**config.mk**
```make
export PLATFORM = sky130hd
export DESIGN_NAME = mandelbrot_frame_scheduler
export DESIGN_NICKNAME = d
export VERILOG_FILES = /design/src/rtl/mandelbrot_frame_scheduler.sv
export SDC_FILE = /design/constraint.sdc
export NUM_CORES = 1
export LEC_CHECK = 0
export ABC_AREA = 1
export CORE_MARGIN = 10
export CORE_UTILIZATION = 41
export DETAILED_ROUTE_END_ITERATION = 12
export PLACE_DENSITY = 0.78
export SKIP_CTS_REPAIR_TIMING = 1
export SYNTH_ARGS = -nofsm -noshare
export SYNTH_HDL_FRONTEND = slang
export SYNTH_SLANG_ARGS = --single-unit
export TNS_END_PERCENT = 100
```
**constraint.sdc**
```tcl
create_clock -name i_Clk -period 1.7 [get_ports i_Clk]
set_clock_uncertainty 0.2 [all_clocks]
set_input_delay 0.255 -clock i_Clk [delete_from_list [all_inputs] [get_ports i_Clk]]
set_output_delay 0.255 -clock i_Clk [all_outputs]
set_load 0.005 [all_outputs]
```
**src/rtl/mandelbrot_frame_scheduler.sv**
```systemverilog
// rtl/mandelbrot_frame_scheduler.sv - seeds the pixel loop FIFO and sequences clear/iterate passes per frame
// Optional MFS_AUTO_REDRAW_EN: frames restart forever with the fractal mode toggled each frame.
module mandelbrot_frame_scheduler #(
   parameter int NUM_PX   = 384000,
   parameter int MAX_ITER = 64,
   parameter int PXC_W    = 19
) (
   input  logic         i_Clk,
   input  logic         i_Reset,
   input  logic         i_Start,
   input  logic         i_Julia,
   input  logic         i_Fill_Full,
   input  logic         i_Math_Ack,
   output logic [103:0] o_Fill_Data,
   output logic         o_Fill_Wrreq,
   output logic         o_Hold,
   output logic [1:0]   o_Draw,
   output logic         o_Busy,
   output logic         o_Frame_Done,
   output logic [15:0]  o_Pass
);

   localparam logic [1:0]       DRAW_CLEAR      = 2'd0;
   localparam logic [1:0]       DRAW_MANDELBROT = 2'd1;
   localparam logic [1:0]       DRAW_JULIA      = 2'd2;
   localparam logic [PXC_W-1:0] LP_PX_LAST      = PXC_W'(NUM_PX - 1);
   localparam logic [15:0]      LP_MAX_ITER     = 16'(MAX_ITER);

   typedef enum logic [2:0] {S_FILL, S_IDLE, S_CLEAR, S_ITER, S_DONE} state_t;

   state_t           r_state;
   logic [PXC_W-1:0] r_px_cnt;
   logic             r_julia;

   logic             w_px_last;
   logic [15:0]      w_pass_inc;
   logic [1:0]       w_mode_draw;

   assign w_px_last    = (r_px_cnt == LP_PX_LAST);
   assign w_pass_inc   = o_Pass + 16'd1;
   assign w_mode_draw  = r_julia ? DRAW_JULIA : DRAW_MANDELBROT;
   assign o_Fill_Data  = {8'h80, 32'h0, 32'h0, 32'h0};
   assign o_Fill_Wrreq = (r_state == S_FILL) & ~i_Fill_Full;

   always_ff @(posedge i_Clk) begin
      if (i_Reset) begin
         r_state      <= S_FILL;
         r_px_cnt     <= '0;
         r_julia      <= 1'b0;
         o_Hold       <= 1'b1;
         o_Draw       <= DRAW_CLEAR;
         o_Busy       <= 1'b0;
         o_Frame_Done <= 1'b0;
         o_Pass       <= 16'd0;
      end else begin
         o_Frame_Done <= 1'b0;
         case (r_state)
            S_FILL: begin
               if (o_Fill_Wrreq) begin
                  if (w_px_last) begin
                     r_px_cnt <= '0;
                     r_state  <= S_IDLE;
                  end else begin
                     r_px_cnt <= r_px_cnt + 1'b1;
                  end
               end
            end
            S_IDLE: begin
               if (i_Start) begin
                  r_julia <= i_Julia;
                  o_Pass  <= 16'd0;
                  o_Draw  <= DRAW_CLEAR;
                  o_Hold  <= 1'b0;
                  o_Busy  <= 1'b1;
                  r_state <= S_CLEAR;
               end
            end
            S_CLEAR: begin
               if (i_Math_Ack) begin
                  if (w_px_last) begin
                     r_px_cnt <= '0;
                     o_Draw   <= w_mode_draw;
                     r_state  <= S_ITER;
                  end else begin
                     r_px_cnt <= r_px_cnt + 1'b1;
                  end
               end
            end
            S_ITER: begin
               if (i_Math_Ack) begin
                  if (w_px_last) begin
                     r_px_cnt <= '0;
                     o_Pass   <= w_pass_inc;
                     if (w_pass_inc == LP_MAX_ITER) begin
                        o_Hold       <= 1'b1;
                        o_Busy       <= 1'b0;
                        o_Frame_Done <= 1'b1;
                        r_state      <= S_DONE;
                     end
                  end else begin
                     r_px_cnt <= r_px_cnt + 1'b1;
                  end
               end
            end
            S_DONE: begin
`ifdef MFS_AUTO_REDRAW_EN
               // Restart as if i_Start fired, alternating the fractal each frame.
               r_julia <= ~r_julia;
               o_Pass  <= 16'd0;
               o_Draw  <= DRAW_CLEAR;
               o_Hold  <= 1'b0;
               o_Busy  <= 1'b1;
               r_state <= S_CLEAR;
`else
               r_state <= S_IDLE;
`endif
            end
            default: r_state <= S_FILL;
         endcase
      end
   end

endmodule
```
==> results of run 1 <==
## metrics by stage
step | setup TNS [ps] | setup WS, ps | instances | power, mW
6_report | -4470 | -296 | 745 | 4.92
5_1_grt | -8180 | -412 | 745 | 5.23
4_1_cts | -6890 | -453 | 730 | 4.32
3_5_place_dp | -8820 | -328 | 722 | 3.66
3_3_place_gp | -6890 | -255 | 722 | 3.59
2_1_floorplan | -1590 | -137 | 601 | 2.69
## cell usage after synthesis, drive strengths merged
cell type / instances / area (µm²)
buf: 108 / 808
nand2: 98 / 409
inv: 61 / 229
nor2: 46 / 235
dfxtp: 44 / 881
a21oi: 29 / 145
nand3: 28 / 150
nor3: 17 / 106
nand4: 14 / 93.8
a211oi: 13 / 148
o21ai: 13 / 72.6
o21a: 4 / 30.0
a31oi: 3 / 18.8
clkbuf: 3 / 11.3
ha: 3 / 37.5
nor4: 3 / 18.8
xor2: 3 / 26.3
clkinv: 2 / 7.51
conb: 2 / 7.51
nor3b: 1 / 7.51
o211ai: 1 / 7.51
o21bai: 1 / 7.51
or2: 1 / 6.26
xnor2: 1 / 8.76
## how the worst min path moves through the flow
| stage | start | to | cells after the start |
|---|---|---|---|
| 3_5_place_dp | o_Hold$_SDFFE_PP1P_ | o_Hold$_SDFFE_PP1P_ | 2 |
| 2_1_floorplan | i_Julia | r_julia$_SDFFE_PP0P_ | 2 |
| 4_1_cts | o_Busy$_SDFFE_PP0P_ | o_Busy$_SDFFE_PP0P_ | 2 |
| 3_3_place_gp | o_Hold$_SDFFE_PP1P_ | o_Hold$_SDFFE_PP1P_ | 2 |
| 6_report | o_Hold$_SDFFE_PP1P_ | o_Hold$_SDFFE_PP1P_ | 2 |
| 5_1_grt | o_Hold$_SDFFE_PP1P_ | o_Hold$_SDFFE_PP1P_ | 2 |
## critical path: cells and delay by family (launching register included)
kind	cells	cell delay [ps]
fa+ha+maj	1	170
buf+inv	2	170
flops	1	380
simple gates	11	970
## cell families (layout without fill, tap and decap cells)
family,Yosys count,after routing,share of synthesized area [%]
AND/OR/NAND/NOR,208,208,29.6
XOR/XNOR,4,4,1.01
adder cells (fa/ha/maj),3,3,1.08
other,2,104,0.216
flip-flops,44,44,25.4
buffers and inverters,174,213,30.4
AO/OA/AOI/OAI,64,64,12.4
## registers in the layout, summed over array words and instances (netlist names)
register      flops
r_px_cnt         19
o_Pass           16
r_state           3
o_Draw            2
o_Busy            1
o_Frame_Done      1
o_Hold            1
r_julia           1
## area by class of cell
type                            instances  area [µm²]
Fill cell                             653        3170
Multi-Input combinational cell        383        2390
Timing Repair Buffer                  141        1250
Sequential cell                        44         935
Inverter                               63         251
Tap cell                              105         131
Clock buffer                            7        76.3
Timing Repair inverter                  1        11.3
Clock inverter                          1        3.75
## report_power, final
| group | total [mW] | internal [mW] | switching [mW] |
|---|---|---|---|
| clock network | 0.666 | 0.287 | 0.378 |
| logic | 2.76 | 1.40 | 1.36 |
| registers | 1.49 | 1.27 | 0.224 |
## per-layer routing
| metal | vias up | GRT usage (%) | part of all wire [%] |
|---|---|---|---|
| met5 | - | 0 | 0 |
| met4 | 0 | 4.23 | 0.98 |
| met3 | 15 | 4.05 | 7.2 |
| met2 | 124 | 25.1 | 55 |
| met1 | 1635 | 14.0 | 37 |
| li1 | 1683 | - | - |
==> reports/metrics.yaml, run 1 <==
status: "complete, but fails checks"
failed_checks: "setup timing"
p_leak_nw: 2.54
finalCriticalPeriod_ps: 2000
first_iter_violations: 162
final-max-slew-violation-count: 0
io_buffers: 27
nets: 648
maxCapViolCount: 0
dpl.hpwl_um: 7310
r2r_cells: 14
clkSinkCount: 44
crit_top_cell: "nand2_2"
finalWorstSetupSlack_ps: -296
finalHoldViolCount: 0
yosysSeqAreaShare_pct: 25.4
power.density_mw_per_mm2: 975
cts.htree.levels: 2
crit_path_end: "r_state[0]$_SDFFE_PP0P_"
r2r_slack_ps: -300
slowest_delay_ps: 380
die-area_mm2: 0.0126
drive_gt1_share_pct: 43.4
startpoint: "o_Pass[0]$_SDFFE_PP0P_"
timing.rr.start: "o_Pass[0]$_SDFFE_PP0P_"
syn_inst: 499
antenna_found_initial: 0
routed_via_density: 4.64
areaGrowthSynthToFinish_pct: 45.4
cts_tree: "done"
row_count: 33
cts_made_buffers: 5
core_mm2: 0.00822
crit_arrival_ps: 2000
fin_util_pct: 61.4
worst_setup_path_end_kind: "flip-flop"
grt_pass1_vias: 3293
max_freq_mhz: 501
drc: 0
yosysWarnings: 0
wl_um: 10300
final_cell_area_mm2: 0.00505
routed-via-count: 3457
wl_per_cell_um: 13.9
crit_slowest_cell: "dfxtp_4"
grt_max_degree: 25
irDropWorstVdd_uv: 500
final_cell_mix: "104 x conb_1, 103 x buf_4, 62 x nand2_1, 48 x inv_1, 27 x nand2_2"
die_w_um: 112
start_util_pct: 42.3
dr.pass1.iters: 5
ant_nets: 0
postSynthAreaPerCell_um2: 6.96
cts.path.max_buffers: 2
path_class: "flip-flop to flip-flop"
crit_chain: "ha_4 -> nand3_4 -> inv_4 -> nand3_2 -> nand2_1 -> nand2_2 -> nor2_1 -> nand2_1 -> nor2_2 -> nand2_2 -> nand2_2 -> nand3_1 -> nand3_1 -> inv_1"
pin_count: 132
hold_ws_ps: 262
syn_area_mm2: 0.00347
hold_class: "flip-flop to flip-flop"
r2r_end: "r_state[0]$_SDFFE_PP0P_"
cp_max_fo: 5
rsz0062_at_grt: "true"
dpl_cell_area_mm2: 0.00432
start_kind: "flip-flop"
fin_crit_sh_pct: 117
clkTransAtPathRegs_ps: 80
clock_latency_ps: 310
setup_violations: 39
required_ps: 1710
synthDistinctLibCells: 40
grt_pass1_wl_um: 14800
grt_use_total_pct: 13.4
gp_congestion: 0.852
layout_commonest_cell: "conb_1"
antenna_cells: 0
root_buffer: "clkbuf_8"
overflow: 0
ys_seq_elements: 44
fp.dieH_um: 112
Power figures use the tool's default switching activity.
==> run 2, diff against run 1 <==
--- a/config.mk
+++ b/config.mk
@@ -10,7 +10,6 @@
 export CORE_UTILIZATION = 41
 export DETAILED_ROUTE_END_ITERATION = 12
 export PLACE_DENSITY = 0.78
-export SKIP_CTS_REPAIR_TIMING = 1
 export SYNTH_ARGS = -nofsm -noshare
 export SYNTH_HDL_FRONTEND = slang
 export SYNTH_SLANG_ARGS = --single-unit
==> run 2 against run 1 <==
The flow still finishes with violations (setup timing). Sequential share of layout area decreased by 0.25 points. Clock-buffer cell count unchanged. Critical path type unchanged. Cell area up 1.9%. Maximum frequency shrank 2.8%. Utilization up 1.2 points. Setup slack worse by 57 ps. Critical path depth stayed put. Wire length up 5.9%. Die area is the same. Register-to-register slack worse by 60 ps.
==> reports/metrics.yaml, run 2 (synthesis gave the netlist of run 1 again) <==
layout_commonest_cell: "buf_4"
finalWorstSetupSlack_ps: -352
core_mm2: 0.00822
io_buffers: 27
areaGrowthSynthToFinish_pct: 48.2
final_cell_area_mm2: 0.00515
grt_use_total_pct: 15.2
antenna_cells: 0
largest_reg_flops: 19
row_count: 33
top_regs: "r_px_cnt x19, o_Pass x16, r_state x3"
final-max-slew-violation-count: 0
wl_um: 10900
fp.dieH_um: 112
gp_congestion: 0.852
routed_via_density: 4.73
pin_count: 132
nets: 653
required_ps: 1710
first_iter_violations: 207
clkSinkCount: 44
antenna_found_initial: 0
crit_chain: "ha_4 -> nand3_4 -> inv_4 -> nand3_1 -> nand2_1 -> nand2_2 -> nor2_1 -> nand2_1 -> nor2_2 -> nand2_2 -> nand2_4 -> nand4_1 -> nand2_1 -> inv_1"
finalHoldViolCount: 0
irDropWorstVdd_uv: 599
die_w_um: 112
routed-via-count: 3549
cts.path.max_buffers: 2
dpl.hpwl_um: 7310
place_inst: 722
grt_pass1_wl_um: 16700
slowest_delay_ps: 380
grt_max_degree: 25
crit_top_cell: "nand2_1"
n_fill_cell: 644
dr.pass1.iters: 4
crit_arrival_ps: 2060
hold_class: "flip-flop to flip-flop"
power_mw: 4.94
crit_slowest_cell: "dfxtp_4"
grt_pass1_vias: 3570
start_util_pct: 42.3
finalCriticalPeriod_ps: 2050
drive_gt1_share_pct: 47.9
dpl_cell_area_mm2: 0.00432
ant_nets: 0
die-area_mm2: 0.0126
fin_crit_sh_pct: 121
cts_tree: "done"
status: "complete, but fails checks"
critPathBufInv: 2
max_freq_mhz: 487
maxCapViolCount: 0
cts_made_buffers: 5
setup_violations: 40
failed_checks: "setup timing"
rsz0062_at_grt: "true"
clkTransAtPathRegs_ps: 90
cp_max_fo: 5
regMostFlops: "r_px_cnt"
clock_latency_ps: 310
p_leak_nw: 2.39
drc: 0
power.density_mw_per_mm2: 960
instances_no_fill: 750
start_kind: "flip-flop"
path_class: "flip-flop to flip-flop"
overflow: 0
cts.htree.levels: 2
cts_hold_buffers: 0
wl_per_cell_um: 14.6
root_buffer: "clkbuf_8"
final_cell_mix: "105 x buf_4, 104 x conb_1, 59 x nand2_1, 44 x inv_1, 30 x nand2_2"
multi_input_area_mm2: 0.00248
worst_setup_path_end_kind: "flip-flop"
critPathTopFamily: "simple AND/OR/NAND/NOR gates"
regArea_um2: 940
[run 2: cell types whose count changed in the layout (fill, tap and decap cells not counted), moves of 4 or more]
cell	previous run	this run
buf_6	6	12
dlymetal6s2s_1	15	0
a21oi_1	18	13
dlygate4sd2_1	0	14
a21oi_2	5	13
nor3_1	9	5
inv_1	48	44
[run 2: worst register-to-register path, stage by stage, from the launching register on]
cell and delay (ps):
dfxtp_4 380, ha_4 170, nand3_4 120, inv_4 100, nand3_1 70, nand2_1 100, nand2_2 70, nor2_1 110
nand2_1 90, nor2_2 150, nand2_2 100, nand2_4 90, nand4_1 90, nand2_1 90, inv_1 40
[run 2: routing by layer]
layer | global-route usage, % | vias to the layer above | share of wire (%)
met3 | 4.53 | 25 | 7.3
met2 | 28.8 | 151 | 56
met4 | 4.99 | 0 | 2.2
li1 | - | 1694 | -
met1 | 15.4 | 1679 | 34
met5 | 0 | - | 0
[run 2: path summary, 6_finish.rpt]
kind / startpoint / slack (ps) / to / cells after the start
worst max register to register: o_Pass[1]$_SDFFE_PP0P_ / -350 / r_state[1]$_SDFFE_PP0P_ / 14
worst max-delay path: o_Pass[1]$_SDFFE_PP0P_ / -350 / r_state[1]$_SDFFE_PP0P_ / 14
worst min register to register: o_Busy$_SDFFE_PP0P_ / 260 / o_Busy$_SDFFE_PP0P_ / 2
worst min-delay path: o_Busy$_SDFFE_PP0P_ / 260 / o_Busy$_SDFFE_PP0P_ / 2
[run 2: repair_timing]
item | in CTS | in global routing
cloned | 3 | 0
gates resized for setup | 90 | 103
pin swaps | 32 | 52
endpoints found under the setup margin | 58 | 42
buffers inserted | 15 | 9
[run 2: layout make-up]
cell class / instances / area share (%)
multi-input combinational: 383 / 48.2
timing repair buffer: 146 / 24.2
sequential: 44 / 18.3
inverter: 63 / 5.01
tap: 105 / 2.55
clock buffer: 7 / 1.48
timing repair inverter: 1 / 0.219
clock inverter: 1 / 0.0729
[run 2: metrics by stage]
stage | hold slack (ps) | TNS, ps | util (%) | worst slack [ps]
3_5_place_dp | 255 | -8820 | 52.5 | -328
3_3_place_gp | 246 | -6890 | 52.5 | -255
6_report | 264 | -6220 | 62.6 | -352
4_1_cts | 266 | -7150 | 58.2 | -245
2_1_floorplan | 245 | -1590 | - | -137
5_1_grt | 293 | -9150 | 62.6 | -482
[run 2: power breakdown]
part / total, mW / leakage [nW] / switching [mW] / internal, mW
sequential: 1.48 / 0.374 / 0.206 / 1.27
combinational: 2.80 / 1.97 / 1.42 / 1.38
clock: 0.661 / 0.0399 / 0.374 / 0.287
